File: config.mk
export PLATFORM = sky130hd
export DESIGN_NAME = lemming_dig_arbiter_flat
export DESIGN_NICKNAME = d
export VERILOG_FILES = /design/src/rtl/lemming_dig_if.sv /design/src/rtl/lemming_dig_arbiter.sv /design/src/flat_wrapper.sv
export SDC_FILE = /design/constraint.sdc
export NUM_CORES = 1
export LEC_CHECK = 0
export ABC_AREA = 1
export ABC_CLOCK_PERIOD_IN_PS = 4200
export BUFFER_PORTS_ARGS = -buffer_cell sky130_fd_sc_hd__buf_2
export CORE_ASPECT_RATIO = 1.5
export CORE_MARGIN = 1.5
export CORE_UTILIZATION = 55
export CTS_BUF_LIST = sky130_fd_sc_hd__clkbuf_16
export DETAILED_ROUTE_END_ITERATION = 8
export GPL_TIMING_DRIVEN = 1
export PLACE_DENSITY = 0.9
export SYNTH_ARGS = -nofsm -noshare
export SYNTH_HDL_FRONTEND = slang
export SYNTH_SLANG_ARGS = --single-unit
export TNS_END_PERCENT = 100
File: constraint.sdc
create_clock -name clk -period 4.2 [get_ports clk]
set_clock_uncertainty 0.1 [all_clocks]
set_input_delay 0.21 -clock clk [delete_from_list [all_inputs] [get_ports clk]]
set_output_delay 0.21 -clock clk [all_outputs]
set_load 0.05 [all_outputs]
File: src/rtl/lemming_dig_if.sv
// Lemming bundle: per-lemming terrain and dig requests in, state decodes and
// shovel arbitration status out.
interface lemming_dig_if #(parameter int N = 4);
    logic [N-1:0] ground;
    logic [N-1:0] bump_left;
    logic [N-1:0] bump_right;
    logic [N-1:0] dig_req;
    logic [N-1:0] walk_left;
    logic [N-1:0] walk_right;
    logic [N-1:0] aaah;
    logic [N-1:0] digging;
    logic [N-1:0] splat;
    logic         shovel_busy;
    logic [1:0]   grant_id;

    modport master (
        output ground, bump_left, bump_right, dig_req,
        input  walk_left, walk_right, aaah, digging, splat, shovel_busy, grant_id
    );

    modport slave (
        input  ground, bump_left, bump_right, dig_req,
        output walk_left, walk_right, aaah, digging, splat, shovel_busy, grant_id
    );
endinterface

File: src/rtl/lemming_dig_arbiter.sv
// Four lemming Moore FSMs sharing one shovel; a round-robin arbiter hands the
// shovel to one walking, grounded, requesting lemming whenever nobody digs.

module lemming_dig_lane #(
    parameter int SPLAT_LIMIT = 20
) (
    input  logic clk,
    input  logic areset,
    input  logic ground,
    input  logic bump_left,
    input  logic bump_right,
    input  logic grant,
    output logic walk_left,
    output logic walk_right,
    output logic aaah,
    output logic digging,
    output logic splat
);
    typedef enum logic [2:0] {WL, WR, FALLL, FALLR, DIGL, DIGR, SPLAT} state_t;

    localparam logic [4:0] LIMIT = 5'(SPLAT_LIMIT);

    state_t     state, state_nxt;
    logic [4:0] fall_cnt, fall_cnt_nxt;
    logic       falling, falling_nxt;

    always_ff @(posedge clk or posedge areset) begin
        if (areset) begin
            state    <= WL;
            fall_cnt <= '0;
        end else begin
            state    <= state_nxt;
            fall_cnt <= fall_cnt_nxt;
        end
    end

    always_comb begin
        state_nxt = state;
        case (state)
            WL: begin
                if (!ground)        state_nxt = FALLL;
                else if (grant)     state_nxt = DIGL;
                else if (bump_left) state_nxt = WR;
            end
            WR: begin
                if (!ground)         state_nxt = FALLR;
                else if (grant)      state_nxt = DIGR;
                else if (bump_right) state_nxt = WL;
            end
            FALLL: if (ground) state_nxt = (fall_cnt >= LIMIT) ? SPLAT : WL;
            FALLR: if (ground) state_nxt = (fall_cnt >= LIMIT) ? SPLAT : WR;
            DIGL:  if (!ground) state_nxt = FALLL;
            DIGR:  if (!ground) state_nxt = FALLR;
            SPLAT: state_nxt = SPLAT;
            default: state_nxt = WL;
        endcase
    end

    // Counter is zero in every non-fall state, so the value on the landing
    // cycle equals the number of edges already spent falling.
    assign falling     = (state == FALLL) || (state == FALLR);
    assign falling_nxt = (state_nxt == FALLL) || (state_nxt == FALLR);

    always_comb begin
        fall_cnt_nxt = '0;
        if (falling_nxt && falling)
            fall_cnt_nxt = (fall_cnt == 5'd31) ? fall_cnt : fall_cnt + 5'd1;
    end

    assign walk_left  = (state == WL);
    assign walk_right = (state == WR);
    assign aaah       = falling;
    assign digging    = (state == DIGL) || (state == DIGR);
    assign splat      = (state == SPLAT);
endmodule

module lemming_dig_arbiter #(
    parameter int N           = 4,
    parameter int SPLAT_LIMIT = 20
) (
    input  logic          clk,
    input  logic          areset,
    lemming_dig_if.slave  dig
);
    logic [N-1:0] walk_left, walk_right, aaah, digging, splat;
    logic [N-1:0] eligible, grant;
    logic [1:0]   grant_id_q, grant_idx, idx;
    logic         shovel_busy, found;

    lemming_dig_lane #(.SPLAT_LIMIT(SPLAT_LIMIT)) u_lane [N-1:0] (
        .clk        (clk),
        .areset     (areset),
        .ground     (dig.ground),
        .bump_left  (dig.bump_left),
        .bump_right (dig.bump_right),
        .grant      (grant),
        .walk_left  (walk_left),
        .walk_right (walk_right),
        .aaah       (aaah),
        .digging    (digging),
        .splat      (splat)
    );

    assign shovel_busy = |digging;
    assign eligible    = (walk_left | walk_right) & dig.ground & dig.dig_req;

    // Search starts just after the last winner and wraps; k=N revisits it last.
    always_comb begin
        grant     = '0;
        grant_idx = grant_id_q;
        found     = 1'b0;
        idx       = '0;
        if (!shovel_busy) begin
            for (int k = 1; k <= N; k++) begin
                idx = grant_id_q + 2'(k);
                if (!found && eligible[idx]) begin
                    found     = 1'b1;
                    grant_idx = idx;
                end
            end
        end
        if (found) grant[grant_idx] = 1'b1;
    end

    always_ff @(posedge clk or posedge areset) begin
        if (areset)     grant_id_q <= 2'd3;
        else if (found) grant_id_q <= grant_idx;
    end

    assign dig.walk_left   = walk_left;
    assign dig.walk_right  = walk_right;
    assign dig.aaah        = aaah;
    assign dig.digging     = digging;
    assign dig.splat       = splat;
    assign dig.shovel_busy = shovel_busy;
    assign dig.grant_id    = grant_id_q;
endmodule

File: src/flat_wrapper.sv
// flat-port wrapper written by rule: the top's interface ports become plain ports
module lemming_dig_arbiter_flat 
#(
    parameter int N           = 4,
    parameter int SPLAT_LIMIT = 20
)
  (clk, areset, dig_ground, dig_bump_left, dig_bump_right, dig_dig_req, dig_walk_left, dig_walk_right, dig_aaah, dig_digging, dig_splat, dig_shovel_busy, dig_grant_id);
  lemming_dig_if #(.N(N)) dig_i ();
  input  logic clk;
  input  logic areset;
  input wire logic [$bits(dig_i.ground)-1:0] dig_ground;
  input wire logic [$bits(dig_i.bump_left)-1:0] dig_bump_left;
  input wire logic [$bits(dig_i.bump_right)-1:0] dig_bump_right;
  input wire logic [$bits(dig_i.dig_req)-1:0] dig_dig_req;
  output wire logic [$bits(dig_i.walk_left)-1:0] dig_walk_left;
  output wire logic [$bits(dig_i.walk_right)-1:0] dig_walk_right;
  output wire logic [$bits(dig_i.aaah)-1:0] dig_aaah;
  output wire logic [$bits(dig_i.digging)-1:0] dig_digging;
  output wire logic [$bits(dig_i.splat)-1:0] dig_splat;
  output wire logic [$bits(dig_i.shovel_busy)-1:0] dig_shovel_busy;
  output wire logic [$bits(dig_i.grant_id)-1:0] dig_grant_id;
  assign dig_i.ground = dig_ground;
  assign dig_i.bump_left = dig_bump_left;
  assign dig_i.bump_right = dig_bump_right;
  assign dig_i.dig_req = dig_dig_req;
  assign dig_walk_left = dig_i.walk_left;
  assign dig_walk_right = dig_i.walk_right;
  assign dig_aaah = dig_i.aaah;
  assign dig_digging = dig_i.digging;
  assign dig_splat = dig_i.splat;
  assign dig_shovel_busy = dig_i.shovel_busy;
  assign dig_grant_id = dig_i.grant_id;
  lemming_dig_arbiter #(.N(N), .SPLAT_LIMIT(SPLAT_LIMIT)) u_core (.clk(clk), .areset(areset), .dig(dig_i));
endmodule
==> summary.txt, run 1 <==
Clocking
  – CTS max path bufs: 2
  – Sink Count: 34
  – Htree depth: 2
  – Number of setup buffers added after CTS: 0
  – CTS tree: built
  – TritonCTS buffer count: 5
  – Post_cts resized: 0
  – Clk slew on worst S/H paths: 0.05 ns
  – Worst-Skew Late Latency: 0.27 ns
  – Clock tree root driver cell: clkbuf_16

Timing
  – Final hold vios: 0
  – Minimum clock period: 2.281 ns
  – Relative slew margins: 0.7182
  – TNS Setup: 0 ns
  – Fmax: 438.4 MHz
  – Worst-Margin Slew: 0.4212 ns
  – Crit share post-route: 0.5431
  – RSZ-0062 raised after global routing: false
  – Fin worst setup slack: 1.919 ns
  – Max-slew violation total from the final report: 0
  – Final setup violation count: 0
  – Hold slack: 0.1245 ns

Global routing
  – First-pass GRT wire length: 9377 microns
  – Initial antenna violation count: 0
  – Vias in the first global route: 2318
  – Pin count of the biggest net entering global routing: 35
  – GRT Total Usage: 0.2340
  – Gr ovfl total: 0

Setup path
  – Most common cell on crit path: nand2_1
  – Crit path max-delay family: simple AND/OR/NAND/NOR gates
  – Worst-path maximum fanout: 11
  – R2R Path End: u_core.u_lane[1].state[0]$_DFF_PP0_
  – Critical R2R Launch: u_core.dig.grant_id[0]$_DFFE_PP1P_
  – Critical path class: flop to flop
  – FF-to-FF path depth: 15
  – CP Data Arrival Time: 2.34 ns
  – Slowest CP cell: dfstp_2
  – Buf/Inv on CP: 1
  – Slowest stage delay, CP: 0.64 ns
  – Data required time of the worst path: 4.26 ns
  – CP Capture Type: flop
  – Worst setup SP type: flop
  – Cell Chain, Critical Path: inv_2 -> nand3_1 -> nand3_1 -> nand2_2 -> nand2_1 -> nand2_1 -> nand2_1 -> nand2_1 -> nand2_1 -> o21ai_2 -> nand2_1 -> nor2_2 -> nor2_1 -> nor2_1 -> nand2_1
  – Reg-to-reg setup timing slack: 1.92 ns

Placement
  – Post-DP HPWL: 4215 microns
  – Post-placement cell area: 2675 sq um
  – # placed instances: 421
  – Number of I/O port buffers: 40
  – GP Congestion: 0.9804
  – Worst slack, placed: 1.982 ns

Logic synthesis
  – Avg Inst Size Synth: 7.288 sq um
  – Yosys Warn Count: 0
  – Async set-reset flop share out of synthesis: 1.000
  – Post-synthesis sequential element count: 34
  – XOR/XNOR share of the synthesized area: 0.03395
  – Post-synth EDFFs: 0
  – Yosys cell types: 29
  – Largest family of logic cells by synthesized area: simple AND/OR/NAND/NOR gates
  – Dominant synthesized flop cell: dfrtp_1
  – Mapped Cells: 354
  – Cell Area, Synth: 2580 sq um
  – Synth Area in Adders: 0.05820
  – Synth Area in Compound Gates: 0.08875
  – Syn_nets: 384
  – Simple-Gate Fraction of Synth Area: 0.3501
  – Mux share of post-synthesis cell area: 0
  – Sequential element share of the synthesized area: 0.3307

Layout
  – Most frequent cells in the layout: 62 x nand2_1, 51 x nor2_1, 45 x inv_1
  – Fillers: 404
  – Synthesis-to-layout area growth: 9.408%
  – Final Instance Area: 2823 sq um
  – Cell Count, Final, Fillers Out: 430
  – Layout Utilization: 0.6267
  – Area taken by multi-input logic gates: 1370 sq um
  – Layout cells sized above 1: 0.1911
  – Register area: 853.3 sq um
  – # diodes: 0
  – Nets@finish: 411
  – Commonest non-fill, non-tap cell in the layout: nand2_1

Drt
  – Drt initial violations: 230
  – Vias after detailed routing: 2402
  – Routed Antenna Nets: 0
  – Drt wl/cell: 12.93 microns
  – 1st-pass router iterations: 4
  – Vias per cell: 5.586
  – Total Wirelength: 5558 microns
  – DR DRC count: 0

Min path
  – Hold worst-path end: u_core.u_lane[2].state[2]$_DFF_PP0_
  – Hold path depth: 3
  – Hold crit path type: input port to flop
  – Hold Crit Start: dig_ground[2]

Floorplanning
  – Die Y: 86.88 microns
  – Chip width: 58.92 microns
  – Core area: 4504 sq um
  – IO Count: 41
  – Initial core utilization: 0.5728
  – Row Count: 30
  – Total Die Area: 5119 sq um

Power and ir drop
  – Total Power: 2.087 mW
  – Maximum VDD drop: 0.0003095 V
  – Pwr dens: 739.5 nW/um^2
  – Static Leak: 1.464 nW

Run
  – Max_cap viols: 0

Outcome
  – Status: complete, no violations
## worst register-to-register path: cells and delay by family, from the launching register on
kind / cells / cell delay (ns)
AO/OA/AOI/OAI: 1 / 0.10
AND/OR/NAND/NOR: 13 / 1.17
buffers and inverters: 1 / 0.14
flip-flops: 1 / 0.64
## report_power, final
part	switching [mW]	total, mW	internal (mW)
clock network	0.125	0.339	0.214
registers	0.0972	0.505	0.408
logic	0.916	1.24	0.327
total	1.14	2.09	0.949
## cells by family (layout without fill, tap and decap cells)
kind of cell	after synthesis	after routing
xor gates and xnor gates	10	10
AOI/OAI and AO/OA	39	39
DFF	34	34
and+or+nand+nor	188	188
buffers and inverters	71	99
adders and majority gates	12	12
## synthesized netlist by cell type, drive strengths merged, types with 9 or more instances
cell / count / area, sq um
nand2: 66 / 257.7
nor2: 57 / 244.0
inv: 49 / 183.9
dfrtp: 32 / 800.8
nand3: 29 / 170.2
buf: 22 / 172.7
nand4: 20 / 146.4
a21oi: 16 / 80.08
o21ai: 14 / 73.82
ha: 12 / 150.1
nor3: 12 / 60.06
xor2: 9 / 78.83
## area by class of cell
class | instances | area share
Inverter | 49 | 0.06516
Sequential cell | 34 | 0.3023
Timing Repair Buffer | 42 | 0.07713
Multi-Input combinational cell | 249 | 0.4854
Clock inverter | 3 | 0.004433
Clock buffer | 5 | 0.04433
Tap cell | 48 | 0.02128
## what timing repair did
action / in CTS / in global routing
setup endpoints to repair: 0 / 0
endpoints found under the hold margin: 32 / 0
hold buffers: 1 / 0
## worst max path at each step
| stage | cells after the start | from | endpoint |
|---|---|---|---|
| after CTS | 15 | u_core.dig.grant_id[0]$_DFFE_PP1P_ | u_core.u_lane[1].state[0]$_DFF_PP0_ |
| after floorplan | 17 | u_core.dig.grant_id[0]$_DFFE_PP1P_ | u_core.u_lane[1].state[0]$_DFF_PP0_ |
| after global routing | 15 | u_core.dig.grant_id[0]$_DFFE_PP1P_ | u_core.u_lane[1].state[0]$_DFF_PP0_ |
| after detailed placement | 15 | u_core.dig.grant_id[0]$_DFFE_PP1P_ | u_core.u_lane[1].state[0]$_DFF_PP0_ |
| final | 15 | u_core.dig.grant_id[0]$_DFFE_PP1P_ | u_core.u_lane[1].state[0]$_DFF_PP0_ |
| after global placement | 15 | u_core.dig.grant_id[0]$_DFFE_PP1P_ | u_core.u_lane[1].state[0]$_DFF_PP0_ |
## routing by layer
metal | part of all wire | GRT usage | vias to the layer above | routed length [microns]
li1 | - | - | 1199 | -
met1 | 0.40 | 0.2587 | 1131 | 2237
met2 | 0.54 | 0.4313 | 64 | 3015
met3 | 0.037 | 0.03418 | 8 | 203
met4 | 0.018 | 0.09917 | 0 | 102
met5 | 0 | 0 | - | 0
## flip-flops by register name (all words and copies together) (netlist names)
name                    flops
u_core.dig.grant_id         2
u_core.u_lane.state        12
u_core.u_lane.fall_cnt     20
(Power assumes the default switching activity.)
==> run 2, diff against run 1 <==
--- a/config.mk
+++ b/config.mk
@@ -6,15 +6,15 @@
 export NUM_CORES = 1
 export LEC_CHECK = 0
 export ABC_AREA = 1
-export ABC_CLOCK_PERIOD_IN_PS = 4200
+export ABC_CLOCK_PERIOD_IN_PS = 1850
 export BUFFER_PORTS_ARGS = -buffer_cell sky130_fd_sc_hd__buf_2
 export CORE_ASPECT_RATIO = 1.5
 export CORE_MARGIN = 1.5
-export CORE_UTILIZATION = 55
+export CORE_UTILIZATION = 52
 export CTS_BUF_LIST = sky130_fd_sc_hd__clkbuf_16
 export DETAILED_ROUTE_END_ITERATION = 8
 export GPL_TIMING_DRIVEN = 1
-export PLACE_DENSITY = 0.9
+export PLACE_DENSITY = 0.89
 export SYNTH_ARGS = -nofsm -noshare
 export SYNTH_HDL_FRONTEND = slang
 export SYNTH_SLANG_ARGS = --single-unit
==> constraint.sdc (replaced) <==
create_clock -name clk -period 1.85 [get_ports clk]
set_clock_uncertainty 0.1 [all_clocks]
set_input_delay 0.0925 -clock clk [delete_from_list [all_inputs] [get_ports clk]]
set_output_delay 0.0925 -clock clk [all_outputs]
set_load 0.05 [all_outputs]
==> summary.txt, run 2 (synthesis gave the netlist of run 1 again) <==
Outcome
  – Status: finished with violations
  – Failing checks: setup timing

Drt
  – Vias per cell: 5.582
  – 1st-pass router iterations: 5
  – Vias after detailed routing: 2724
  – Total Wirelength: 7245 microns
  – DR DRC count: 0
  – Drt initial violations: 209
  – Routed Antenna Nets: 0
  – Drt wl/cell: 14.85 microns

Setup path
  – CP Data Arrival Time: 2.35 ns
  – Worst-path maximum fanout: 6
  – Critical path class: flop to flop
  – Worst setup SP type: flop
  – FF-to-FF path depth: 11
  – R2R Path End: u_core.u_lane[0].state[0]$_DFF_PP0_
  – CP Capture Type: flop
  – Critical R2R Launch: u_core.dig.grant_id[1]$_DFFE_PP1P_
  – Reg-to-reg setup timing slack: -0.43 ns
  – Data required time of the worst path: 1.93 ns

Clocking
  – TritonCTS buffer count: 5
  – Clk slew on worst S/H paths: 0.06 ns
  – CTS max path bufs: 2
  – Worst-Skew Late Latency: 0.29 ns
  – Sink Count: 34
  – CTS tree: built
  – Clock tree root driver cell: clkbuf_16
  – Htree depth: 2

Power and ir drop
  – Static Leak: 1.704 nW
  – Pwr dens: 1891 nW/um^2
  – Maximum VDD drop: 0.001103 V
  – Total Power: 6.414 mW

Floorplanning
  – Core area: 4810 sq um
  – Die Y: 89.27 microns
  – Initial core utilization: 0.5364
  – IO Count: 41
  – Chip width: 60.51 microns
  – Row Count: 31
  – Total Die Area: 5402 sq um

Timing
  – Crit share post-route: 1.231
  – Minimum clock period: 2.278 ns
  – Worst-Margin Slew: 0.4459 ns
  – Relative slew margins: 0.7027
  – TNS Setup: -4.581 ns
  – RSZ-0062 raised after global routing: true
  – Final setup violation count: 14
  – Final hold vios: 0
  – Fmax: 439.0 MHz
  – Fin worst setup slack: -0.4277 ns
  – Max-slew violation total from the final report: 0
  – Hold slack: 0.01295 ns

Global routing
  – GRT Total Usage: 0.2663
  – Gr ovfl total: 0
  – Vias in the first global route: 2659
  – Initial antenna violation count: 0
  – Pin count of the biggest net entering global routing: 35
  – First-pass GRT wire length: 11020 microns

Layout
  – Commonest non-fill, non-tap cell in the layout: nand2_1
  – Nets@finish: 451
  – Layout Utilization: 0.7053
  – Synthesis-to-layout area growth: 31.47%
  – # diodes: 0
  – Cell Count, Final, Fillers Out: 488
  – Max reg flops: 20
  – Fillers: 366
  – Most flop-heavy register: u_core.u_lane.fall_cnt
  – Most frequent cells in the layout: 54 x nand2_1, 43 x nor2_1, 42 x inv_1
  – Layout cells sized above 1: 0.3483

Placement
  – Number of I/O port buffers: 40
  – # placed instances: 469
  – GP Congestion: 0.8583
  – Post-DP HPWL: 4461 microns

Min path
  – Hold crit path type: input port to flop
  – Hold worst-path end: u_core.u_lane[2].state[2]$_DFF_PP0_
  – Hold path depth: 3
  – Hold Crit Start: dig_ground[2]

Run
  – Max_cap viols: 0
run 2: changes by cell type in the layout (fill, tap and decap cells not counted), moves of 3 or more:
cell / before / now
buf_4: 1 / 37
nand3_1: 24 / 13
nand2_1: 62 / 54
nand3_2: 5 / 13
nor2_1: 51 / 43
nor2_2: 3 / 9
nand2_2: 4 / 9
buf_6: 0 / 3
inv_1: 45 / 42
nand2_4: 0 / 3
nand3_4: 0 / 3
run 2: layout make-up:
type                    instances  area, sq um  area share
clock buffers                   5        125.1     0.03689
clock inverters                 3        16.27    0.004795
inverters                      49        188.9     0.05570
multi-input cells             249         1577      0.4648
flip-flops and latches         34        853.3      0.2516
well taps                      66        82.58     0.02435
repair buffers                 82        549.3      0.1619
run 2: worst max-delay path, cell delays in order, from the launching register on:
cell and delay (ns):
dfstp_2 0.55, buf_4 0.15, xor2_4 0.20, nand3_2 0.14
nand2_4 0.13, nand3_2 0.09, nand2_2 0.07, nand2_2 0.06
a21oi_2 0.26, nand4_1 0.20, a21oi_1 0.16, nand2_1 0.06
run 2: worst max-delay path by stage:
| stage | from | endpoint | slack, ns |
|---|---|---|---|
| final | u_core.dig.grant_id[1]$_DFFE_PP1P_ | u_core.u_lane[0].state[0]$_DFF_PP0_ | -0.43 |
| after detailed placement | u_core.dig.grant_id[0]$_DFFE_PP1P_ | u_core.u_lane[1].state[0]$_DFF_PP0_ | -0.25 |
| after CTS | u_core.dig.grant_id[0]$_DFFE_PP1P_ | u_core.u_lane[1].state[0]$_DFF_PP0_ | -0.26 |
| after global routing | u_core.dig.grant_id[1]$_DFFE_PP1P_ | u_core.u_lane[0].state[0]$_DFF_PP0_ | -0.51 |
| after global placement | u_core.dig.grant_id[0]$_DFFE_PP1P_ | u_core.u_lane[1].state[0]$_DFF_PP0_ | -0.15 |
| after floorplan | u_core.dig.grant_id[0]$_DFFE_PP1P_ | u_core.u_lane[1].state[0]$_DFF_PP0_ | -0.36 |
run 2: report_power, final:
part           leakage [nW]  total, mW  internal, mW  switching, mW
registers             0.443       1.09         0.924          0.167
logic                  1.19       4.51          1.60           2.91
clock network        0.0672      0.810         0.491          0.319
total                  1.70       6.41          3.02           3.40
run 2: what timing repair did:
item                                    CTS  global route
pin swaps                                16            21
hold endpoints to repair                 33             0
setup buffers                             6             3
hold buffers                              2             0
resized for setup                        20            34
endpoints found under the setup margin   13            18
run 2: metrics by stage:
stage | worst slack, ns | instance area, sq um
after floorplan | -0.3610 | 2580
after global placement | -0.1514 | 2923
after detailed placement | -0.2478 | 2923
after CTS | -0.2632 | 3242
after global routing | -0.5094 | 3392
final | -0.4277 | 3392
run 2: layer usage:
layer,GRT usage,part of all wire,vias up
met5,0,0,-
met1,0.2803,0.37,1293
li1,-,-,1282
met2,0.4960,0.54,116
met3,0.04486,0.050,33
met4,0.1304,0.041,0
